<file path="src/rtl/multicycle_controller.sv">
// Control FSM for the multicycle ARM-subset datapath: sequences fetch/decode/execute,
// owns the NZCV flags register and evaluates condition codes in DECODE.
module multicycle_controller #(
    parameter int STATE_W = 4
) (
    input  logic               clk,
    input  logic               reset,
    input  logic [3:0]         Cond,
    input  logic [1:0]         Op,
    input  logic [5:0]         Funct,
    input  logic [3:0]         ALUFlags,
    output logic               PCWrite,
    output logic               MemWrite,
    output logic               RegWrite,
    output logic               IRWrite,
    output logic               AdrSrc,
    output logic               ALUSrcA,
    output logic [1:0]         ALUSrcB,
    output logic [1:0]         ResultSrc,
    output logic [1:0]         ImmSrc,
    output logic [1:0]         RegSrc,
    output logic [1:0]         ALUControl,
    output logic [STATE_W-1:0] state
);

    typedef enum logic [STATE_W-1:0] {
        FETCH,
        DECODE,
        MEMADR,
        MEMREAD,
        MEMWRITE,
        MEMWB,
        EXECUTER,
        EXECUTEI,
        ALUWB,
        BRANCH
    } state_t;

    state_t     cur;
    state_t     nxt;
    logic [3:0] flags;
    logic       condex;
    logic       aluop;
    logic       dpvalid;
    logic [1:0] dpctl;
    logic       fn, fz, fc, fv;

    assign {fn, fz, fc, fv} = flags;

    always_ff @(posedge clk or posedge reset) begin
        if (reset) cur <= FETCH;
        else       cur <= nxt;
    end

    // Only the S-bit form of a data-processing op updates flags; logical ops keep C and V.
    always_ff @(posedge clk or posedge reset) begin
        if (reset) begin
            flags <= 4'b0000;
        end else if ((cur == EXECUTER || cur == EXECUTEI) && Funct[0]) begin
            flags[3:2] <= ALUFlags[3:2];
            if (!dpctl[1]) flags[1:0] <= ALUFlags[1:0];
        end
    end

    always_comb begin
        case (Cond)
            4'b0000: condex = fz;
            4'b0001: condex = !fz;
            4'b0010: condex = fc;
            4'b0011: condex = !fc;
            4'b0100: condex = fn;
            4'b0101: condex = !fn;
            4'b0110: condex = fv;
            4'b0111: condex = !fv;
            4'b1000: condex = fc && !fz;
            4'b1001: condex = !fc || fz;
            4'b1010: condex = (fn == fv);
            4'b1011: condex = (fn != fv);
            4'b1100: condex = !fz && (fn == fv);
            4'b1101: condex = fz || (fn != fv);
            4'b1110: condex = 1'b1;
            default: condex = 1'b0;
        endcase
    end

    always_comb begin
        dpvalid = 1'b1;
        case (Funct[4:1])
            4'b0100: dpctl = 2'b00;
            4'b0010: dpctl = 2'b01;
            4'b0000: dpctl = 2'b10;
            4'b1100: dpctl = 2'b11;
            default: begin
                dpctl   = 2'b00;
                dpvalid = 1'b0;
            end
        endcase
    end

    // Failed conditions, Op=11 and unknown data-processing opcodes all collapse to a 2-cycle skip.
    always_comb begin
        nxt = FETCH;
        case (cur)
            FETCH: nxt = DECODE;
            DECODE: begin
                if (!condex) nxt = FETCH;
                else begin
                    case (Op)
                        2'b01:   nxt = MEMADR;
                        2'b10:   nxt = BRANCH;
                        2'b00:   nxt = !dpvalid ? FETCH : (Funct[5] ? EXECUTEI : EXECUTER);
                        default: nxt = FETCH;
                    endcase
                end
            end
            MEMADR:   nxt = Funct[0] ? MEMREAD : MEMWRITE;
            MEMREAD:  nxt = MEMWB;
            EXECUTER: nxt = ALUWB;
            EXECUTEI: nxt = ALUWB;
            default:  nxt = FETCH;
        endcase
    end

    always_comb begin
        PCWrite   = 1'b0;
        MemWrite  = 1'b0;
        RegWrite  = 1'b0;
        IRWrite   = 1'b0;
        AdrSrc    = 1'b0;
        ALUSrcA   = 1'b0;
        ALUSrcB   = 2'b00;
        ResultSrc = 2'b00;
        aluop     = 1'b0;
        case (cur)
            FETCH: begin
                IRWrite   = 1'b1;
                ALUSrcA   = 1'b1;
                ALUSrcB   = 2'b10;
                ResultSrc = 2'b10;
                PCWrite   = 1'b1;
            end
            DECODE: begin
                ALUSrcA   = 1'b1;
                ALUSrcB   = 2'b10;
                ResultSrc = 2'b10;
            end
            MEMADR: ALUSrcB = 2'b01;
            MEMREAD: AdrSrc = 1'b1;
            MEMWRITE: begin
                AdrSrc   = 1'b1;
                MemWrite = 1'b1;
            end
            MEMWB: begin
                ResultSrc = 2'b01;
                RegWrite  = 1'b1;
            end
            EXECUTER: aluop = 1'b1;
            EXECUTEI: begin
                ALUSrcB = 2'b01;
                aluop   = 1'b1;
            end
            ALUWB: RegWrite = 1'b1;
            BRANCH: begin
                ALUSrcB   = 2'b01;
                ResultSrc = 2'b10;
                PCWrite   = 1'b1;
            end
            default: ;
        endcase
    end

    assign ALUControl = aluop ? dpctl : 2'b00;
    assign ImmSrc     = Op;
    assign RegSrc     = {Op == 2'b01, Op == 2'b10};
    assign state      = cur;

endmodule

</file>
<file path="config.mk">
export PLATFORM = sky130hd
export DESIGN_NAME = multicycle_controller
export DESIGN_NICKNAME = d
export VERILOG_FILES = /design/src/rtl/multicycle_controller.sv
export SDC_FILE = /design/constraint.sdc
export NUM_CORES = 1
export LEC_CHECK = 0
export CORE_MARGIN = 1
export CORE_UTILIZATION = 44
export CTS_CLUSTER_SIZE = 24
export DETAILED_ROUTE_END_ITERATION = 10
export PLACE_DENSITY = 0.89
export SLEW_MARGIN = 5
export SYNTH_ARGS = -nofsm -noshare
export SYNTH_HDL_FRONTEND = slang
export SYNTH_SLANG_ARGS = --single-unit
</file>
<file path="constraint.sdc">
create_clock -name clk -period 4.1 [get_ports clk]
set_clock_uncertainty 0.05 [all_clocks]
set_input_delay 0.41 -clock clk [delete_from_list [all_inputs] [get_ports clk]]
set_output_delay 0.41 -clock clk [all_outputs]
set_load 0.01 [all_outputs]
</file>
Word level (Yosys, flattened, before mapping)
Index checks and enable logic that the tools add are counted.
{"block": "classes", "eq_ne": 30, "mux": 19, "n_bitwise": 1, "reduce_logical": 23}
{"operator": "$eq 4x4->1 const B", "n": 10}
{"operator": "$eq 4x3->1 const B", "n": 9}
{"operator": "$eq 4x2->1 const B", "n": 5}
{"operator": "$pmux 4 s5", "n": 1}
{"operator": "$pmux 1 s15", "n": 1}
{"operator": "$logic_not 4->1", "n": 3}
{"operator": "$pmux 4 s3", "n": 1}
{"operator": "$reduce_or 2->1", "n": 5}
{"operator": "$mux 1", "n": 9}
{"operator": "$eq 4x1->1 const B", "n": 2}
{"operator": "$pmux 2 s2", "n": 2}
{"operator": "$mux 3", "n": 2}
{"operator": "$pmux 2 s3", "n": 1}
{"operator": "$reduce_or 3->1", "n": 2}
{"operator": "$logic_not 1->1", "n": 4}
{"operator": "$mux 4", "n": 1}
{"operator": "$reduce_or 4->1", "n": 1}
{"operator": "$logic_and 1x1->1", "n": 3}
{"operator": "$logic_or 1x1->1", "n": 3}
{"operator": "$eq 2x1->1 const B", "n": 1}
{"operator": "$eq 2x2->1 const B", "n": 1}
{"operator": "$logic_not 2->1", "n": 1}
{"operator": "$mux 2", "n": 1}
{"operator": "$reduce_and 2->1", "n": 1}
{"operator": "3 further kinds", "n": 3}
{"block": "word_totals", "register_bits": 8, "in_bits": 18, "output_inout_bits": 20, "word_cells": 76}

Depth between registers and ports, before layout
Gate-level depths: netlist of run 1.
{"block": "depth", "word_depth": 7, "mapped_depth": 6, "ltp_nobuf": 5}

Worst setup path after synthesis of run 1
OpenSTA, ideal clock, no wires.
{"block": "synth_timing", "path_type": "flip-flop to output port", "start": "register cur[2], in the netlist state[2]", "end": "output AdrSrc", "t_arrival_ps": 1375, "required_time_ps": 3640, "path_slack_ps": 2265, "stages_incl_launch_ff": 4, "n_path_buf": 1, "cell_sequence": "dfrtp_1 -> clkbuf_1 -> or3b_2 -> a21oi_1"}
{"block": "synth_between", "elab_chain_len": 3, "word_cells_on_any_way": 4, "cone_classes": "eq/ne: 2; mux: 1; reduce/logical: 1"}
{"element": "start, declared", "line": "39", "source": "state_t cur;"}
{"element": "start signal, assigned", "line": "52", "source": "else cur <= nxt;"}
{"element": "$eq 4x2->1 or $eq 4x3->1 (tied branches)", "line": "134", "source": "case (cur)"}
{"element": "$reduce_or 2->1 (no source line) *"}
{"element": "$mux 1 *", "line": "134"}
{"element": "end, declared", "line": "16", "source": "output logic AdrSrc,"}
Every way passes the cells marked *; elsewhere a longest branch is shown, timed or not.

Worst setup path in the final report of run 1
{"block": "layout_timing", "start": "input Funct[3]", "end": "output ALUControl[1]"}
{"block": "layout_between", "elab_chain_len": 3, "word_cells_on_any_way": 5, "cone_classes": "eq/ne: 2; mux: 2; reduce/logical: 1"}
{"element": "start, declared", "line": "10", "source": "input logic [5:0] Funct,"}
{"element": "$eq 4x4->1 (tied with other cells)", "line": "88", "source": "case (Funct[4:1])"}
{"element": "$pmux 2 s3 *", "line": "88"}
{"element": "$mux 2 *", "line": "172", "source": "assign ALUControl = aluop ? dpctl : 2'b00;"}
{"element": "end, declared", "line": "22", "source": "output logic [1:0] ALUControl,"}
Marked as above.

==> run_results.csv, run 1 <==
group,metric,value,unit
status,status,"finished, final reports clean",
layout,synthToLayoutAreaGrowth,43.2,%
power_and_ir_drop,p_int,0.300,mW
yosys,synth_ff_type,"dfrtp_1",
power_and_ir_drop,p_seq_share,30.1,%
timing,max_freq,389,MHz
layout,antenna_cells,0,
global_routing,grt_pass1_wl,3030,um
placement,gp_congestion,0.832,
yosys,synth-seq-cells,8,
die,dieArea,2110,sq um
route,wl,1980,um
global_routing,grt_max_degree,19,
die,core,1760,sq um
clocking,cts_max_level,1,
layout,multi_input_area,576,sq um
die,pin_count,38,
critical_path,critPathBufInv,2,
job,maxCapViolCount,0,
yosys,yosysWarnings,0,
critical_path,worstPathMaxFanout,5,
yosys,syn_nets,124,
yosys,synthesis.instances,106,
clocking,ctsResizeCount,0,
layout,fill_cells,148,
critical_path,critPathTopFamily,"buffers and inverters",
yosys,synth_area_leaders,"dfrtp_1 (24%), mux2_2 (6.6%), and4bb_1 (4.4%), nor2_1 (4.4%), nor2b_1 (4.4%)",
power_and_ir_drop,p_leak,0.473,nW
global_routing,gr-total-overflow,0,
route,via_per_inst,5.48,
clocking,numCtsBuffers,3,
route,via_count,888,
critical_path,cp_slowest_cell,"clkdlybuf4s50_1",
critical_path,end_kind,"output port",
yosys,synth.distinct_cells,39,
timing,slew_viol_final,0,
placement,pre_cts_slack,1.55,ns
power_and_ir_drop,p_switching,0.193,mW
critical_path,cpMostUsedCell,"clkdlybuf4s50_1",
critical_path,startpoint_type,"input pin",
route,first_iter_violations,14,
clocking,clk_pin_slew,0.05,ns
route,top_layer,"met3",
clocking,postCtsSetupRepairBufs,0,
layout,ff_latch_area,200,sq um
critical_path,r2r_cells,4,
route,wl_met3,63,um
timing,final-hold-violation-count,0,
timing,setup_ws,1.53,ns
route,wl_met1,866,um
clocking,numClockSinks,8,
global_routing,grt_pass1_vias,720,
critical_path,crit_cells,5,
route,wl_met2,1050,um
layout,drive_above_1_share,12.4,%
yosys,synth_top_cell_area_share,23.5,%
clocking,clockBufferDepth,2,
yosys,synth_common_cells,"nor2_1 (10), dfrtp_1 (8), nand2_1 (7), nor3_1 (7)",
die,row_count,15,
clocking,cts_root_buffer,"clkbuf_4",
route,route.detailed.drc,0,
route,drtAntennaViolNets,0,
critical_path,max_stage_delay,0.53,ns
yosys,synth_edf_count,0,
power_and_ir_drop,pwr_density_cell,404,nW/um^2
timing,fin_crit_sh,62.7,%
timing,setup_tns,0,ns
yosys,yosysMostFrequentCell,"nor2_1",
route,wire_per_inst,12.2,um
clocking,insertion_delay,0.25,ns
critical_path,critical_path_class,"input pin to output port",
power_and_ir_drop,swShare,39.1,%
critical_path,cp_data_arrival_time,2.11,ns
route,drt_first_pass_iters,4,
placement,io_buffers,37,
yosys,async_flop_share,100,%
layout,fin_nets,157,
die,initial_core_util,48.2,%
clocking,ctsHoldBuffers,0,
global_routing,track_usage,19.9,%
power_and_ir_drop,comb_power_share,57.8,%
yosys,yosysSeqAreaShare,23.5,%
timing,grt_setup_unrepaired,"false",
power_and_ir_drop,power,0.492,mW
critical_path,crit_chain,"clkdlybuf4s50_1 > nor2b_1 > nor4_1 > and3_1 > clkdlybuf4s50_1",
global_routing,antenna_found_initial,0,
worst_hold_path,holdCritPathClass,"input pin to asynchronous set/reset pin",
power_and_ir_drop,p_clk_share,12.1,%
clocking,cts_tree,"done",
die,die_h,46.0,um
yosys,syn_avg_cell_area,8.03,sq um
yosys,synth_top_area_cell,"dfrtp_1",
timing,relSlewSlack,47.3,%
critical_path,cp.required,3.64,ns
timing,fin_crit,2.57,ns
placement,hpwlAfterDp,1590,um
timing,worst_slew_pin_slew,0.770,ns
yosys,syn_area,851,sq um
timing,setup_viol,0,
power_and_ir_drop,peakVddDrop,0.235,mV
die,die_w,46.0,um
[cells by family after synthesis]
group	after synthesis	share of synthesized area, %
muxes	6	7.79
and+or+nand+nor	58	40.4
xor gates and xnor gates	2	2.06
AOI/OAI and AO/OA	18	17.4
DFF	8	23.5
buffers and inverters	14	8.82
[state kept, by name, indices dropped and copies added, names as in the netlist]
name,cells
flags,4
state,4
[power by group through the flow]
stage	combinational, mW	sequential (mW)	clock (mW)
global route	0.305	0.155	0.0680
CTS	0.287	0.148	0.0624
global placement	0.277	0.148	0
floorplan	0.181	0.124	0
finish	0.284	0.148	0.0594
detailed placement	0.285	0.150	0
[stage by stage]
| step | utilization (%) | cell area (sq um) | hold WS [ns] | instances |
|---|---|---|---|---|
| finish | 69.1 | 1220 | 0.343 | 162 |
| global route | 69.1 | 1220 | 0.364 | 162 |
| CTS | 69.1 | 1220 | 0.344 | 162 |
| detailed placement | 67.8 | 1200 | 0.532 | 159 |
| global placement | 67.8 | 1200 | 0.521 | 159 |
| floorplan | - | 851 | 0.176 | 106 |
[cells in the final DEF, fill, tap and decap left out, types with 2 or more instances in the layout]
cell type and instances:
o31ai_1 3, nor3_1 7, nor2_1 10, a21oi_1 6
xnor2_1 2, nand2_1 7, clkdlybuf4s50_1 37, nand3_1 5
dfrtp_1 8, mux2_2 5, and4bb_1 3, nand2b_1 5
inv_1 5, clkbuf_4 3, nor2b_1 6, nor4_1 3
[layer usage]
metal | GRT usage [%] | vias up
met5 | 0 | -
met4 | 5.29 | 0
met3 | 4.76 | 0
met2 | 33.0 | 17
met1 | 25.7 | 423
li1 | - | 448
[final cells by class]
type | instances | area share [%]
sequential | 8 | 16.4
multi-input combinational | 84 | 47.2
timing repair buffer | 37 | 30.4
inverter | 5 | 1.54
clock buffer | 3 | 1.85
tap | 25 | 2.57
[final timing paths]
path / from / end / slack, ns
worst max-delay path: Funct[3] / ALUControl[1] / 1.53
worst min register to register: flags[2] / flags[2] / 0.55
worst min-delay path: reset / flags[3] / 0.34
worst max register to register: state[2] / flags[1] / 2.34
min in group clk: flags[2] / flags[2] / 0.55
max in group asynchronous: reset / state[1] / 3.43
Note: power is estimated with default switching activity, not from simulation.
==> run 2, diff against run 1 <==
--- a/config.mk
+++ b/config.mk
@@ -6,10 +6,10 @@
 export NUM_CORES = 1
 export LEC_CHECK = 0
 export CORE_MARGIN = 1
-export CORE_UTILIZATION = 44
+export CORE_UTILIZATION = 41
 export CTS_CLUSTER_SIZE = 24
 export DETAILED_ROUTE_END_ITERATION = 10
-export PLACE_DENSITY = 0.89
+export PLACE_DENSITY = 0.84
 export SLEW_MARGIN = 5
 export SYNTH_ARGS = -nofsm -noshare
 export SYNTH_HDL_FRONTEND = slang
==> constraint.sdc (replaced) <==
create_clock -name clk -period 2.7 [get_ports clk]
set_clock_uncertainty 0.05 [all_clocks]
set_input_delay 0.27 -clock clk [delete_from_list [all_inputs] [get_ports clk]]
set_output_delay 0.27 -clock clk [all_outputs]
set_load 0.01 [all_outputs]
==> run 2 against run 1 <==
  * Clock-buffer cell count unchanged
  * Largest cell class unchanged
  * Die area rose by 7.0%
  * Cell area up 0.82%
  * Highest routed layer is now met4
  * Critical path type is now register to output port
==> run_results.csv, run 2 (synthesized netlist as in run 1, its figures left out) <==
group,metric,value,unit
layout,final_common_cell,"clkdlybuf4s50_1",
placement,io_buffers,37,
layout,mostFrequentLayoutCells,"clkdlybuf4s50_1 (37), nor2_1 (10), dfrtp_1 (8)",
route,drt_first_pass_iters,4,
clocking,numCtsBuffers,3,
critical_path,max_stage_delay,0.58,ns
route,wl,2110,um
global_routing,antenna_found_initial,0,
critical_path,endpoint,"AdrSrc",
route,first_iter_violations,18,
layout,antenna_cells,0,
die,initial_core_util,43.4,%
die,core,1960,sq um
die,die_w,47.6,um
clocking,clk_pin_slew,0.05,ns
global_routing,gr-total-overflow,0,
layout,design_area,1230,sq um
critical_path,r2r_cells,5,
clocking,ctsResizeCount,0,
power_and_ir_drop,peakVddDrop,0.415,mV
timing,worst_slew_pin_slew,0.776,ns
critical_path,r2r-start,"state[1]",
timing,grt_setup_unrepaired,"false",
placement,gp_congestion,0.736,
critical_path,worstPathMaxFanout,13,
layout,synthToLayoutAreaGrowth,44.4,%
global_routing,track_usage,20.6,%
timing,relSlewSlack,46.9,%
route,via_per_inst,5.40,
layout,fin_nets,158,
layout,final_cells,165,
route,route.detailed.drc,0,
critical_path,critPathTopFamily,"flip-flops",
global_routing,grt_max_degree,18,
timing,final-hold-violation-count,0,
worst_hold_path,holdCritPathClass,"input pin to asynchronous set/reset pin",
layout,fill_cells,197,
clocking,ctsHoldBuffers,0,
timing,max_freq,427,MHz
route,via_count,891,
global_routing,grt_pass1_wl,3260,um
critical_path,r2r_slack,0.99,ns
clocking,numClockSinks,8,
clocking,insertion_delay,0.25,ns
timing,fin_crit_sh,86.7,%
clocking,cts_tree,"done",
die,pin_count,38,
timing,setup_viol,0,
critical_path,crit_chain,"or3b_2 > a21oi_1 > clkdlybuf4s50_1",
critical_path,end_kind,"output port",
placement,dpl_cell_area,1210,sq um
clocking,postCtsSetupRepairBufs,0,
critical_path,cp-startpoint,"state[2]",
job,maxCapViolCount,0,
critical_path,startpoint_type,"register",
power_and_ir_drop,p_leak,0.478,nW
critical_path,critPathBufInv,1,
timing,slew_viol_final,0,
status,status,"finished, final reports clean",
critical_path,r2r-end,"state[0]",
placement,dpl.cell_count,162,
critical_path,cp_data_arrival_time,2.02,ns
global_routing,grt_pass1_vias,812,
critical_path,cp_slowest_cell,"dfrtp_1",
critical_path,crit_cells,3,
critical_path,cp.required,2.38,ns
timing,fin_crit,2.34,ns
route,drtAntennaViolNets,0,
route,wire_per_inst,12.8,um
clocking,clockBufferDepth,2,
power_and_ir_drop,pwr_density_cell,613,nW/um^2
clocking,cts_max_level,1,
timing,setup_tns,0,ns
clocking,cts_root_buffer,"clkbuf_4",
die,row_count,16,
die,dieArea,2260,sq um
layout,drive_above_1_share,13.0,%
critical_path,critical_path_class,"register to output port",
placement,hpwlAfterDp,1630,um
die,die_h,47.6,um
==> run 2: cell count changes in the layout (fill, tap and decap cells not counted), sizes merged <==
cell  previous run  this run
buf              0         1
==> run 2: area by class of cell <==
class / count / area, sq um / area share, %
Sequential cell: 8 / 200 / 16.3
Timing Repair Buffer: 38 / 378 / 30.8
Multi-Input combinational cell: 84 / 576 / 46.8
Tap cell: 27 / 33.8 / 2.75
Clock buffer: 3 / 22.5 / 1.83
Inverter: 5 / 18.8 / 1.53
==> run 2: worst register-to-register path: cells and delay by family, from the launching register on <==
family | cells | cell delay (ns)
AOI/OAI and AO/OA | 1 | 0.27
buffers and inverters | 1 | 0.19
DFF | 1 | 0.37
and+or+nand+nor | 3 | 0.73
==> run 2: where the power goes <==
group / switching [mW] / leakage [nW] / internal, mW
registers: 0.0652 / 0.108 / 0.151
clock network: 0.0361 / 0.0138 / 0.0505
logic: 0.193 / 0.356 / 0.258
total: 0.295 / 0.478 / 0.459
==> run 2: per-stage QoR <==
step           power, mW  setup slack, ns  util (%)  hold WS [ns]
2_1_floorplan      0.462             1.00         -        0.0357
3_3_place_gp       0.652            0.489      61.5         0.474
3_5_place_dp       0.668            0.412      61.5         0.480
4_1_cts            0.759            0.355      62.6         0.211
5_1_grt            0.813            0.258      62.6         0.209
6_report           0.753            0.359      62.6         0.207
==> run 2: worst min path at each step <==
stage	slack, ns	endpoint	depth (start not counted)
final	0.21	state[2]	2
after global routing	0.21	flags[1]	2
after CTS	0.21	state[3]	2
after detailed placement	0.48	state[3]	2
after global placement	0.47	flags[1]	2
after floorplan	0.04	flags[0]	1
==> run 2: per-layer routing <==
layer	track usage, %	routed length (um)	vias to the layer above
met1	22.7	874	410
met3	5.66	135	2
li1	-	-	448
met5	0	0	-
met4	8.89	4	0
met2	37.0	1100	31
==> run 3, diff against run 2 <==
--- a/config.mk
+++ b/config.mk
@@ -6,10 +6,10 @@
 export NUM_CORES = 1
 export LEC_CHECK = 0
 export CORE_MARGIN = 1
-export CORE_UTILIZATION = 41
+export CORE_UTILIZATION = 30
 export CTS_CLUSTER_SIZE = 24
 export DETAILED_ROUTE_END_ITERATION = 10
-export PLACE_DENSITY = 0.84
+export PLACE_DENSITY = 0.68
 export SLEW_MARGIN = 5
 export SYNTH_ARGS = -nofsm -noshare
 export SYNTH_HDL_FRONTEND = slang
==> constraint.sdc (replaced) <==
create_clock -name clk -period 2 [get_ports clk]
set_clock_uncertainty 0.05 [all_clocks]
set_input_delay 0.2 -clock clk [delete_from_list [all_inputs] [get_ports clk]]
set_output_delay 0.2 -clock clk [all_outputs]
set_load 0.01 [all_outputs]
==> run 3 against run 2 <==
  * Cell area is 9.1% higher
  * Sequential power is 19% higher
  * Sequential cell count stayed put
  * Register-to-register slack worse by 0.69 ns
  * Clock power is 37% higher
  * Critical path type is now input pin to register
  * Largest power group unchanged
  * Highest routed layer is now met3
==> run_results.csv, run 3 (synthesized netlist as in run 1, its figures left out) <==
group,metric,value,unit
status,status,"finished, final reports clean",
power_and_ir_drop,peakVddDrop,0.630,mV
critical_path,startpoint_type,"input pin",
critical_path,cp_data_arrival_time,1.98,ns
critical_path,critical_path_class,"input pin to register",
clocking,insertion_delay,0.24,ns
global_routing,antenna_found_initial,0,
clocking,numCtsBuffers,3,
die,die_h,55.3,um
timing,setup_ws,0.0797,ns
layout,synthToLayoutAreaGrowth,57.5,%
clocking,numClockSinks,8,
global_routing,grt_pass1_vias,898,
timing,fin_crit,1.92,ns
route,wl,2330,um
timing,setup_tns,0,ns
route,drt_first_pass_iters,4,
job,maxCapViolCount,0,
route,drtAntennaViolNets,0,
layout,antenna_cells,0,
layout,fin_nets,171,
global_routing,grt_pass1_wl,3750,um
timing,setup_viol,0,
clocking,cts_root_buffer,"clkbuf_4",
global_routing,track_usage,15.0,%
power_and_ir_drop,p_leak,0.594,nW
timing,grt_setup_unrepaired,"false",
timing,worst_slew_pin_slew,0.350,ns
die,die_w,55.3,um
route,via_per_inst,5.23,
critical_path,worstPathMaxFanout,12,
global_routing,gr-total-overflow,0,
critical_path,cp.required,2.06,ns
power_and_ir_drop,power,1.05,mW
clocking,ctsHoldBuffers,0,
placement,gp_congestion,0.806,
global_routing,grt_max_degree,18,
route,first_iter_violations,3,
route,via_count,947,
worst_hold_path,holdCritPathClass,"input pin to asynchronous set/reset pin",
clocking,cts_tree,"done",
placement,io_buffers,37,
timing,slew_viol_final,0,
placement,pre_cts_slack,-0.155,ns
timing,fin_crit_sh,96.0,%
layout,drive_above_1_share,22.5,%
die,initial_core_util,33.1,%
clocking,clk_pin_slew,0.05,ns
die,pin_count,38,
clocking,cts_max_level,1,
timing,max_freq,521,MHz
die,dieArea,3050,sq um
route,route.detailed.drc,0,
timing,final-hold-violation-count,0,
layout,mostFrequentLayoutCells,"clkdlybuf4s50_1 (29), buf_4 (14), nor2_1 (10)",
die,row_count,18,
timing,relSlewSlack,76.0,%
layout,final_common_cell,"clkdlybuf4s50_1",
route,wire_per_inst,12.9,um
power_and_ir_drop,pwr_density_cell,783,nW/um^2
critical_path,end_kind,"register",
placement,hpwlAfterDp,1810,um
clocking,clockBufferDepth,2,
die,core,2570,sq um
-- run 3: repair_timing --
action                     4_1_cts  5_1_grt
setup endpoints to repair        7        3
buffers inserted                 1        0
gates resized for setup          8        3
-- run 3: path summary, 6_finish.rpt --
kind | startpoint | to | depth (start not counted) | slack (ns)
worst max register to register | flags[0] | state[0] | 5 | 0.30
worst min-delay path | reset | flags[1] | 2 | 0.14
worst min register to register | flags[2] | flags[2] | 1 | 0.55
worst max-delay path | Cond[0] | state[0] | 6 | 0.08
min in group clk | ALUFlags[0] | flags[0] | 2 | 0.52
max in group asynchronous | reset | state[3] | 2 | 1.51
-- run 3: area by class of cell --
type | count | area, sq um
Clock buffer | 3 | 22.5
Timing Repair Buffer | 51 | 477
Multi-Input combinational cell | 84 | 582
Inverter | 5 | 18.8
Sequential cell | 8 | 203
Fill cell | 258 | 1230
Tap cell | 30 | 37.5
-- run 3: routing by layer --
metal / share of wire (%) / vias to the layer above / GRT usage (%)
li1: - / 471 / -
met1: 44 / 442 / 19.3
met2: 50 / 34 / 25.1
met3: 5.8 / 0 / 3.28
met4: 0 / 0 / 4.64
met5: 0 / - / 0
-- run 3: critical path, stage by stage --
cell,delay [ns]
clkdlybuf4s50_1,0.67
and2b_2,0.28
a211oi_1,0.24
a311oi_1,0.09
nor3_2,0.35
o31ai_1,0.15
-- run 3: metrics by stage --
step / hold slack, ns / util (%) / cells / area [sq um]
floorplan: -0.0343 / - / 106 / 851
global placement: 0.413 / 50.6 / 177 / 1300
detailed placement: 0.419 / 50.6 / 177 / 1300
CTS: 0.151 / 51.9 / 181 / 1330
global route: 0.168 / 52.2 / 181 / 1340
finish: 0.144 / 52.2 / 181 / 1340
-- run 3: where the power goes --
group          internal [mW]  switching (mW)
combinational          0.367           0.306
sequential             0.205          0.0519
clock                 0.0684          0.0502
